[src/rtl/mos6502_bus_pkg.sv]
// Shared types and constants for the 6502-style bus initiator.
// The bus FSM state, the PHI half-phase encoding, the reset-generator
// period count and the default PHI divider all live here so that the
// divider and the top-level FSM agree on them.
package mos6502_bus_pkg;

    // Bus-cycle FSM state: IDLE between cycles, ADDR during PHI1 of an
    // accepted cycle, DATA during PHI2 of an accepted cycle.
    typedef enum logic [1:0] {
        IDLE = 2'd0,
        ADDR = 2'd1,
        DATA = 2'd2
    } state_t;

    // Which half of the PHI2 period the divider is in (PH1 = PHI2 low).
    typedef enum logic {
        PH1 = 1'b0,
        PH2 = 1'b1
    } phase_t;

    // Number of full PHI2 periods the generated responder reset stays low.
    localparam int RES_PHI_CYCLES = 8;

    // Default number of clk cycles per PHI half-phase.
    localparam int PHI_DIV_DEFAULT = 4;

    // Legal divider range: at least two clks per half-phase so that the
    // first and last clk of a phase are distinct; the counter is 8 bits.
    function automatic bit phi_div_ok(input int div);
        return (div >= 2) && (div <= 255);
    endfunction

endpackage

[src/rtl/mos6502_phi_gen.sv]
// PHI2 divider for the 6502-style bus initiator.
// Produces a free-running PHI2 (PHI_DIV clks low, then PHI_DIV clks high)
// and one-clk position strobes for the first and last clk of each
// half-phase. The strobes are decoded from the current counter value, so
// a register updated on a "last" strobe becomes visible together with the
// first clk of the following half-phase.
module mos6502_phi_gen
    import mos6502_bus_pkg::*;
#(
    parameter int PHI_DIV = PHI_DIV_DEFAULT
) (
    input  logic clk,
    input  logic rst,
    output logic phi2_o,
    output logic ph1_first,
    output logic ph1_last,
    output logic ph2_first,
    output logic ph2_last
);

    localparam logic [7:0] CNT_LAST = 8'(PHI_DIV - 1);

    logic [7:0] cnt;
    phase_t     phase;

    // Half-phase counter; the phase flips when the counter wraps.
    always_ff @(posedge clk) begin
        if (rst) begin
            cnt   <= 8'd0;
            phase <= PH1;
        end else if (cnt == CNT_LAST) begin
            cnt   <= 8'd0;
            phase <= (phase == PH1) ? PH2 : PH1;
        end else begin
            cnt <= cnt + 8'd1;
        end
    end

    assign phi2_o    = (phase == PH2);
    assign ph1_first = (phase == PH1) && (cnt == 8'd0);
    assign ph1_last  = (phase == PH1) && (cnt == CNT_LAST);
    assign ph2_first = (phase == PH2) && (cnt == 8'd0);
    assign ph2_last  = (phase == PH2) && (cnt == CNT_LAST);

endmodule

[src/rtl/mos6502_bus_initiator.sv]
// 6502-style bus initiator driving a 6530-compatible responder.
// Host side: valid/ready request port plus a one-clk read-response strobe.
// Bus side: divided PHI2, address, RS0, CS1, R/W and a data bus split into
// drive value, drive enable and sample input.
//
// Optional feature macro: MOS6502_BUS_INITIATOR_RES_GEN_EN
//   When defined, adds res_n_o, a responder reset held low for
//   RES_PHI_CYCLES full PHI2 periods after rst; requests are refused
//   while it is low.
//
// Handshake: a request transfers on a clk where req_valid and req_ready are
// both high; req_ready is only raised on the last clk of a PHI2-high phase
// while no bus cycle is in its address phase, and the request fields are
// sampled on that clk only. rsp_valid is a single-clk pulse with no
// back-pressure; rsp_rdata holds until the next read completes.
//
// Cycle timeline for a request accepted at clk ta (the last PHI2 clk):
//   ta+1 .. ta+PHI_DIV          ADDR: address/RS0/R/W/CS1 driven
//   ta+PHI_DIV+1 .. ta+2*PHI_DIV DATA: write data driven / read sampled at end
//   ta+2*PHI_DIV+1              write data still driven one clk, or rsp_valid
module mos6502_bus_initiator
    import mos6502_bus_pkg::*;
#(
    parameter int PHI_DIV = PHI_DIV_DEFAULT,
    parameter int ADDR_W  = 10,
    parameter int DATA_W  = 8
) (
    input  logic              clk,
    input  logic              rst,
    input  logic              req_valid,
    output logic              req_ready,
    input  logic              req_we,
    input  logic [ADDR_W-1:0] req_addr,
    input  logic              req_rs0,
    input  logic [DATA_W-1:0] req_wdata,
    output logic              rsp_valid,
    output logic [DATA_W-1:0] rsp_rdata,
    output logic              phi2_o,
    output logic [ADDR_W-1:0] addr_o,
    output logic              rs0_o,
    output logic              cs1_o,
    output logic              rw_o,
    output logic [DATA_W-1:0] db_o,
    output logic              db_oe,
    input  logic [DATA_W-1:0] db_i,
`ifdef MOS6502_BUS_INITIATOR_RES_GEN_EN
    output logic              res_n_o,
`endif
    output logic [1:0]        dbg_state
);

    generate
        if (!phi_div_ok(PHI_DIV)) begin : g_bad_phi_div
            $error("mos6502_bus_initiator: PHI_DIV must be in 2..255");
        end
    endgenerate

    state_t            state;
    state_t            state_nx;
    logic              ph1_first;
    logic              ph1_last;
    logic              ph2_first;
    logic              ph2_last;
    logic              accept;
    logic              capture;
    logic              res_ok;
    logic              we_q;
    logic [DATA_W-1:0] wdata_q;
    logic              hold_q;

    mos6502_phi_gen #(
        .PHI_DIV (PHI_DIV)
    ) u_phi_gen (
        .clk       (clk),
        .rst       (rst),
        .phi2_o    (phi2_o),
        .ph1_first (ph1_first),
        .ph1_last  (ph1_last),
        .ph2_first (ph2_first),
        .ph2_last  (ph2_last)
    );

`ifdef MOS6502_BUS_INITIATOR_RES_GEN_EN
    logic [3:0] res_cnt;
    logic       res_n_q;

    // Count completed PHI2 periods after rst; release the responder reset
    // on the edge that ends the last counted period, i.e. into a PHI1.
    always_ff @(posedge clk) begin
        if (rst) begin
            res_cnt <= 4'd0;
            res_n_q <= 1'b0;
        end else if (!res_n_q && ph2_last) begin
            if (res_cnt == 4'(RES_PHI_CYCLES - 1)) begin
                res_n_q <= 1'b1;
            end else begin
                res_cnt <= res_cnt + 4'd1;
            end
        end
    end

    assign res_n_o = res_n_q;
    assign res_ok  = res_n_q;
`else
    assign res_ok = 1'b1;
`endif

    assign accept  = req_valid && req_ready;
    assign capture = (state == DATA) && ph2_last && !we_q;

    // FSM state register.
    always_ff @(posedge clk) begin
        if (rst) begin
            state <= IDLE;
        end else begin
            state <= state_nx;
        end
    end

    // FSM next state: a cycle walks ADDR -> DATA and either chains straight
    // into the next ADDR or drops back to IDLE at the end of PHI2.
    always_comb begin
        state_nx = state;
        case (state)
            IDLE:    if (accept)   state_nx = ADDR;
            ADDR:    if (ph1_last) state_nx = DATA;
            DATA:    if (ph2_last) state_nx = accept ? ADDR : IDLE;
            default: state_nx = IDLE;
        endcase
    end

    // FSM outputs: bus control levels and the request handshake.
    always_comb begin
        req_ready = ph2_last && res_ok && ((state == IDLE) || (state == DATA));
        cs1_o     = 1'b0;
        rw_o      = 1'b1;
        case (state)
            ADDR, DATA: begin
                cs1_o = 1'b1;
                rw_o  = ~we_q;
            end
            default: begin
                cs1_o = 1'b0;
                rw_o  = 1'b1;
            end
        endcase
        // Write data is driven through PHI2 and for one extra clk into the
        // next PHI1 so the responder sees hold time after PHI2 falls.
        db_oe = ((state == DATA) && we_q) || (hold_q && ph1_first);
    end

    assign dbg_state = state;

    // Bus datapath: request capture, write-data drive, read-data capture.
    always_ff @(posedge clk) begin
        if (rst) begin
            addr_o    <= '0;
            rs0_o     <= 1'b0;
            we_q      <= 1'b0;
            wdata_q   <= '0;
            db_o      <= '0;
            hold_q    <= 1'b0;
            rsp_valid <= 1'b0;
            rsp_rdata <= '0;
        end else begin
            if (accept) begin
                addr_o  <= req_addr;
                rs0_o   <= req_rs0;
                we_q    <= req_we;
                wdata_q <= req_wdata;
            end
            // db_o is loaded separately from wdata_q so that a chained
            // write cannot disturb the previous write's hold clk.
            if ((state == ADDR) && ph1_last && we_q) begin
                db_o <= wdata_q;
            end
            // hold_q marks "the last cycle was a write"; it only drives the
            // bus on the first PHI1 clk and is retired at the next PHI2.
            if ((state == DATA) && ph2_last && we_q) begin
                hold_q <= 1'b1;
            end else if (ph2_first) begin
                hold_q <= 1'b0;
            end
            rsp_valid <= capture;
            if (capture) begin
                rsp_rdata <= db_i;
            end
        end
    end

endmodule

[config.mk]
export PLATFORM = sky130hd
export DESIGN_NAME = mos6502_bus_initiator
export DESIGN_NICKNAME = d
export VERILOG_FILES = /design/src/rtl/mos6502_bus_pkg.sv /design/src/rtl/mos6502_phi_gen.sv /design/src/rtl/mos6502_bus_initiator.sv
export SDC_FILE = /design/constraint.sdc
export NUM_CORES = 1
export LEC_CHECK = 0
export BUFFER_PORTS_ARGS = -buffer_cell sky130_fd_sc_hd__buf_4
export CAP_MARGIN = 10
export CORE_MARGIN = 2
export CORE_UTILIZATION = 25
export CTS_CLUSTER_DIAMETER = 40
export DETAILED_ROUTE_END_ITERATION = 7
export GPL_ROUTABILITY_DRIVEN = 1
export GPL_TIMING_DRIVEN = 0
export HOLD_SLACK_MARGIN = 0.12
export PLACE_DENSITY = 0.49
export SETUP_SLACK_MARGIN = 0.3
export SYNTH_ARGS = -nofsm -noshare
export SYNTH_HDL_FRONTEND = slang
export SYNTH_SLANG_ARGS = --single-unit
[constraint.sdc]
create_clock -name clk -period 2.2 [get_ports clk]
set_input_delay 0.55 -clock clk [delete_from_list [all_inputs] [get_ports clk]]
set_output_delay 0.55 -clock clk [all_outputs]
set_load 0.01 [all_outputs]
# Word level (Yosys, flattened, before mapping)
# Cells that the tools add are included.
# word_totals
register_bits	49
inputBits	31
output_inout_bits	35
elab_cells	52
# classes
add_sub_neg	1
eq_ne	6
muxes	10
n_bitwise	2
reduce_logical	22
# ops
op	count
logical AND 1 bit	13
adder 8 x 1 -> 8 bit (second input constant)	1
== test 8 x 2 -> 1 bit (second input constant)	1
logical NOT 8 bit	1
2-to-1 mux 1 bit	6
2-to-1 mux 2 bit	3
!= test 2 bit (second input constant)	3
case mux 2 bit (3 select lines)	1
OR reduction 2 bit	2
AND reduction 3 bit	1
== test 2 x 1 -> 1 bit (second input constant)	1
== test 2 bit (second input constant)	1
logical NOT 2 bit	1
logical OR 1 bit	2
inverter 1 bit	2
nonzero test 2 bit	1
logical NOT 1 bit	1

# Longest topological paths before layout
# depth
word_depth	7
depth_mapped	7
ltp_nobuf	6

# By module
# Synthesis repeated with hierarchy kept, for this count alone.
# hier_totals
hier_cells	224
hier_area_um2	1994.4
# by_module_without_submodules
mod	instances	cells_each	area_per_inst_um2	seq_area_each_um2
mos6502_bus_initiator	1	172	1550.2	800.8
mos6502_phi_gen	1	52	444.2	180.2

# Least setup slack after synthesis
# OpenSTA, ideal clock, no wires.
# synth_path
path_kind	reg-to-output
start	register u_phi_gen.cnt[3]
end	output port req_ready
arrival_ns	1.245
path_slack_ns	0.405
stages_incl_launch_ff	4
path_buffers	0
cell_sequence	dfxtp_1 -> nor4_4 -> nand3_2 -> nor3_1
# synth_between
elab_chain_len	3
# synth_rtl
item	line	text
start: declaration	mos6502_phi_gen.sv:23	logic [7:0] cnt;
start signal: assignment	mos6502_phi_gen.sv:35	cnt <= cnt + 8'd1;
== test 8 x 2 -> 1 bit	mos6502_phi_gen.sv:43	assign ph2_last = (phase == PH2) && (cnt == CNT_LAST);
logical AND 1 bit	mos6502_phi_gen.sv:43	
logical AND 1 bit	mos6502_bus_initiator.sv:134	req_ready = ph2_last && res_ok && ((state == IDLE) || (state == DATA));
end: declaration	mos6502_bus_initiator.sv:31	output logic req_ready,
# No other way between the ends.

# Worst setup path in the final report
# Same ends and word-level chain as after synthesis.

==> run_results.csv <==
group,metric,value,unit
finish,final_nets,312,
synth,synth_area_per_cell,9.95,sq um
drt,vias,1588,
clocking,clkTransAtPathRegs,0.09,ns
floorplanning,floorplan.rows,32,
worst_setup_path,critical_path.startpoint_type,"register",
clocking,cts.sinks,49,
floorplanning,die_height,92.8,microns
synth,synth_edf_count,0,
synth,netlist.area_leader.share,0.498,
synth,netlist_top_cells_area,"dfxtp_1, mux2i_1, nor2_1, ha_1, xor2_1",
timing,slew_headroom,0.649,
power_and_ir_drop,powerDensity,602,nW/um^2
drt,drt_first_iter_violations,34,
placed_design,gpl.final_weighted_congestion,0.676,
synth,postSynth.asyncResetShare,0,
worst_setup_path,timing_worst_setup_path_type,"register to output port",
synth,synth_seq_area_share,0.498,
synth,post_syn_area,1970,sq um
placed_design,dp.final_hpwl,3300,microns
drt,drt-vias-per-instance,4.21,
synth,postSynthNetCount,235,
drt,avgRoutedWirePerCell,12.2,microns
clocking,hold_buffers,0,
timing,report.final.setup_viol,0,
worst_setup_path,cp_data_arrival_time,1.45,ns
finish,area_delta_synth_final,42.0,%
global_route,groute.usage.overall,0.110,
synth,synth_commonest_cells,"dfxtp_1, nor2_1, mux2i_1",
placed_design,port_buffers,64,
timing,number_of_hold_violations_in_the_final_report,0,
outcome,outcome,"completed",
worst_setup_path,critPathRequiredTime,1.65,ns
synth,ys_seq_elements,49,
worst_setup_path,critPathCaptureType,"output port",
floorplanning,pin_count,66,
floorplanning,fp.dieArea,8610,sq um
synth,ys.flop_type,"dfxtp_1",
clocking,clk_latency,0.30,ns
synth,synth_warnings,0,
global_route,antenna_violations_before_repair,0,
power_and_ir_drop,power,1680,uW
clocking,cts-buffers-inserted,5,
job,drv_cap,0,
global_route,grt_start_max_net_pins,15,
power_and_ir_drop,max-vdd-ir-drop,0.328,mV
floorplanning,floorplan.initialDensity,0.256,
floorplanning,floorplan.die.width,92.8,microns
finish,drive_gt1_frac,0.353,
synth,synth_cell_type_count,30,
drt,antenna_violating_nets_post_route,0,
worst_setup_path,reg_to_reg_critical_path_endpoint,"rs0_o",
floorplanning,core,7690,sq um
global_route,grt_first_pass_wirelength,7490,microns
timing,grt_setup_unrepaired,"yes",
synth,netlist.top_cell.by_area,"dfxtp_1",
worst_setup_path,crit_fanout,4,
worst_setup_path,worst_r2r_path_depth,7,
timing,setup_total_negative_slack,0,ns
timing,clock_skew,0.00592,ns
drt,detailed_route_drc_error_count,0,
worst_setup_path,timing.reg2reg.setup_slack,0.42,ns
synth,post_synth_inst_count,198,
clocking,cts_tree,"built",
hold_path,timing.hold.worst.class,"register to register",
worst_setup_path,cp-startpoint,"u_phi_gen.cnt[3]",
clocking,clock_root_buffer,"clkbuf_8",
drt,pre_antenna_drt_iters,4,
global_route,grt_pass1_vias,1550,
power_and_ir_drop,power.static_leakage,0.00144,uW
worst_setup_path,regToRegStartpoint,"u_phi_gen.cnt[0]",
clocking,ctsHtreeMaxLevel,2,
drt,finalWirelength,4590,microns
timing,layout_worst_path_cycle_share,0.910,
timing,timing.fmax,499,MHz
global_route,grt.overflow.total,0,
timing,final_critical_delay_including_setup_and_external_delays,2.00,ns
worst_setup_path,endpoint,"req_ready",
finish,insertedDiodeCount,0,
timing,slew_viol_final,0,
synth,synth.most_common_cell,"dfxtp_1",
clocking,cts-root-to-sink-buffers,2,
timing,timing_worst_slew_pin_value,0.527,ns
[through the flow]
step	utilization	setup WS (ns)	area (sq um)	cells	hold slack, ns
2_1_floorplan	-	0.405	1970	198	0.449
3_3_place_gp	0.335	0.0766	2580	364	0.469
3_5_place_dp	0.335	0.115	2580	364	0.475
4_1_cts	0.358	0.197	2750	374	0.458
5_1_grt	0.364	0.0978	2800	377	0.463
6_report	0.364	0.198	2800	377	0.453
[state kept, by name, summed over array words and instances, names as in the netlist, 2 cells and up]
register / count
addr_o: 10
db_o: 8
dbg_state: 2
rsp_rdata: 8
u_phi_gen.cnt: 8
wdata_q: 8
[worst max-delay path: stages (launching register included)]
cell	delay, ns
dfxtp_2	0.35
nor4_4	0.34
nand3_2	0.16
nor3_4	0.15
buf_4	0.15
[worst min path at each step]
stage	startpoint	endpoint	slack (ns)	depth (start not counted)
6_report	u_phi_gen.cnt[0]	u_phi_gen.cnt[0]	0.45	1
5_1_grt	req_wdata[6]	wdata_q[6]	0.46	3
4_1_cts	u_phi_gen.cnt[0]	u_phi_gen.cnt[0]	0.46	1
3_5_place_dp	hold_q	hold_q	0.47	2
3_3_place_gp	hold_q	hold_q	0.47	2
2_1_floorplan	u_phi_gen.cnt[0]	u_phi_gen.cnt[0]	0.45	1
[cells in the final DEF (no fill, tap or decap), types with 2 or more instances in the layout]
master    count
nand4b_1      2
nand3_1       6
mux2i_1      36
inv_1         6
nand4_1       2
dfxtp_1      42
a21oi_1       2
and3_1        4
nor2_1       46
dfxtp_2       4
clkbuf_4      3
buf_4        71
ha_1          4
xor2_1        5
nand2_1       5
clkbuf_8      5
ha_4          2
xnor2_1       2
dfxtp_4       3
clkbuf_1      4
[where the power goes]
part / switching [uW] / internal [uW] / total [uW]
registers: 14.7 / 895 / 910
logic: 67.0 / 77.8 / 145
clock network: 298 / 331 / 629
[per-layer routing]
| metal | wire length [microns] | part of all wire | vias to the layer above | GRT usage |
|---|---|---|---|---|
| met2 | 2120 | 0.46 | 39 | 0.173 |
| li1 | - | - | 819 | - |
| met5 | 0 | 0 | - | 0 |
| met3 | 270 | 0.059 | 5 | 0.0317 |
| met1 | 2130 | 0.46 | 725 | 0.140 |
| met4 | 67 | 0.015 | 0 | 0.0441 |
[cell families after synthesis]
kind of cell    after synthesis  share of synthesized area
mux                          36                      0.183
flops                        49                      0.498
fa+ha+maj                     6                     0.0381
xor+xnor                      7                     0.0311
buf+inv                      16                     0.0324
compound gates               10                     0.0343
simple gates                 74                      0.183
[cell type report]
cell class / instances / area (sq um)
clock buffer: 5 / 68.8
fill: 819 / 4890
inverter: 7 / 26.3
clock inverter: 2 / 35.0
buffer: 9 / 48.8
multi-input combinational: 133 / 970
tap: 102 / 128
sequential: 49 / 997
timing repair buffer: 70 / 526
[what timing repair did]
item                                    CTS  global route
setup buffers                             3             3
pin swaps                                 4             3
endpoints found under the setup margin   31            21
hold endpoints to repair                  0             0
resized for setup                        18             8
(Power assumes the default switching activity.)
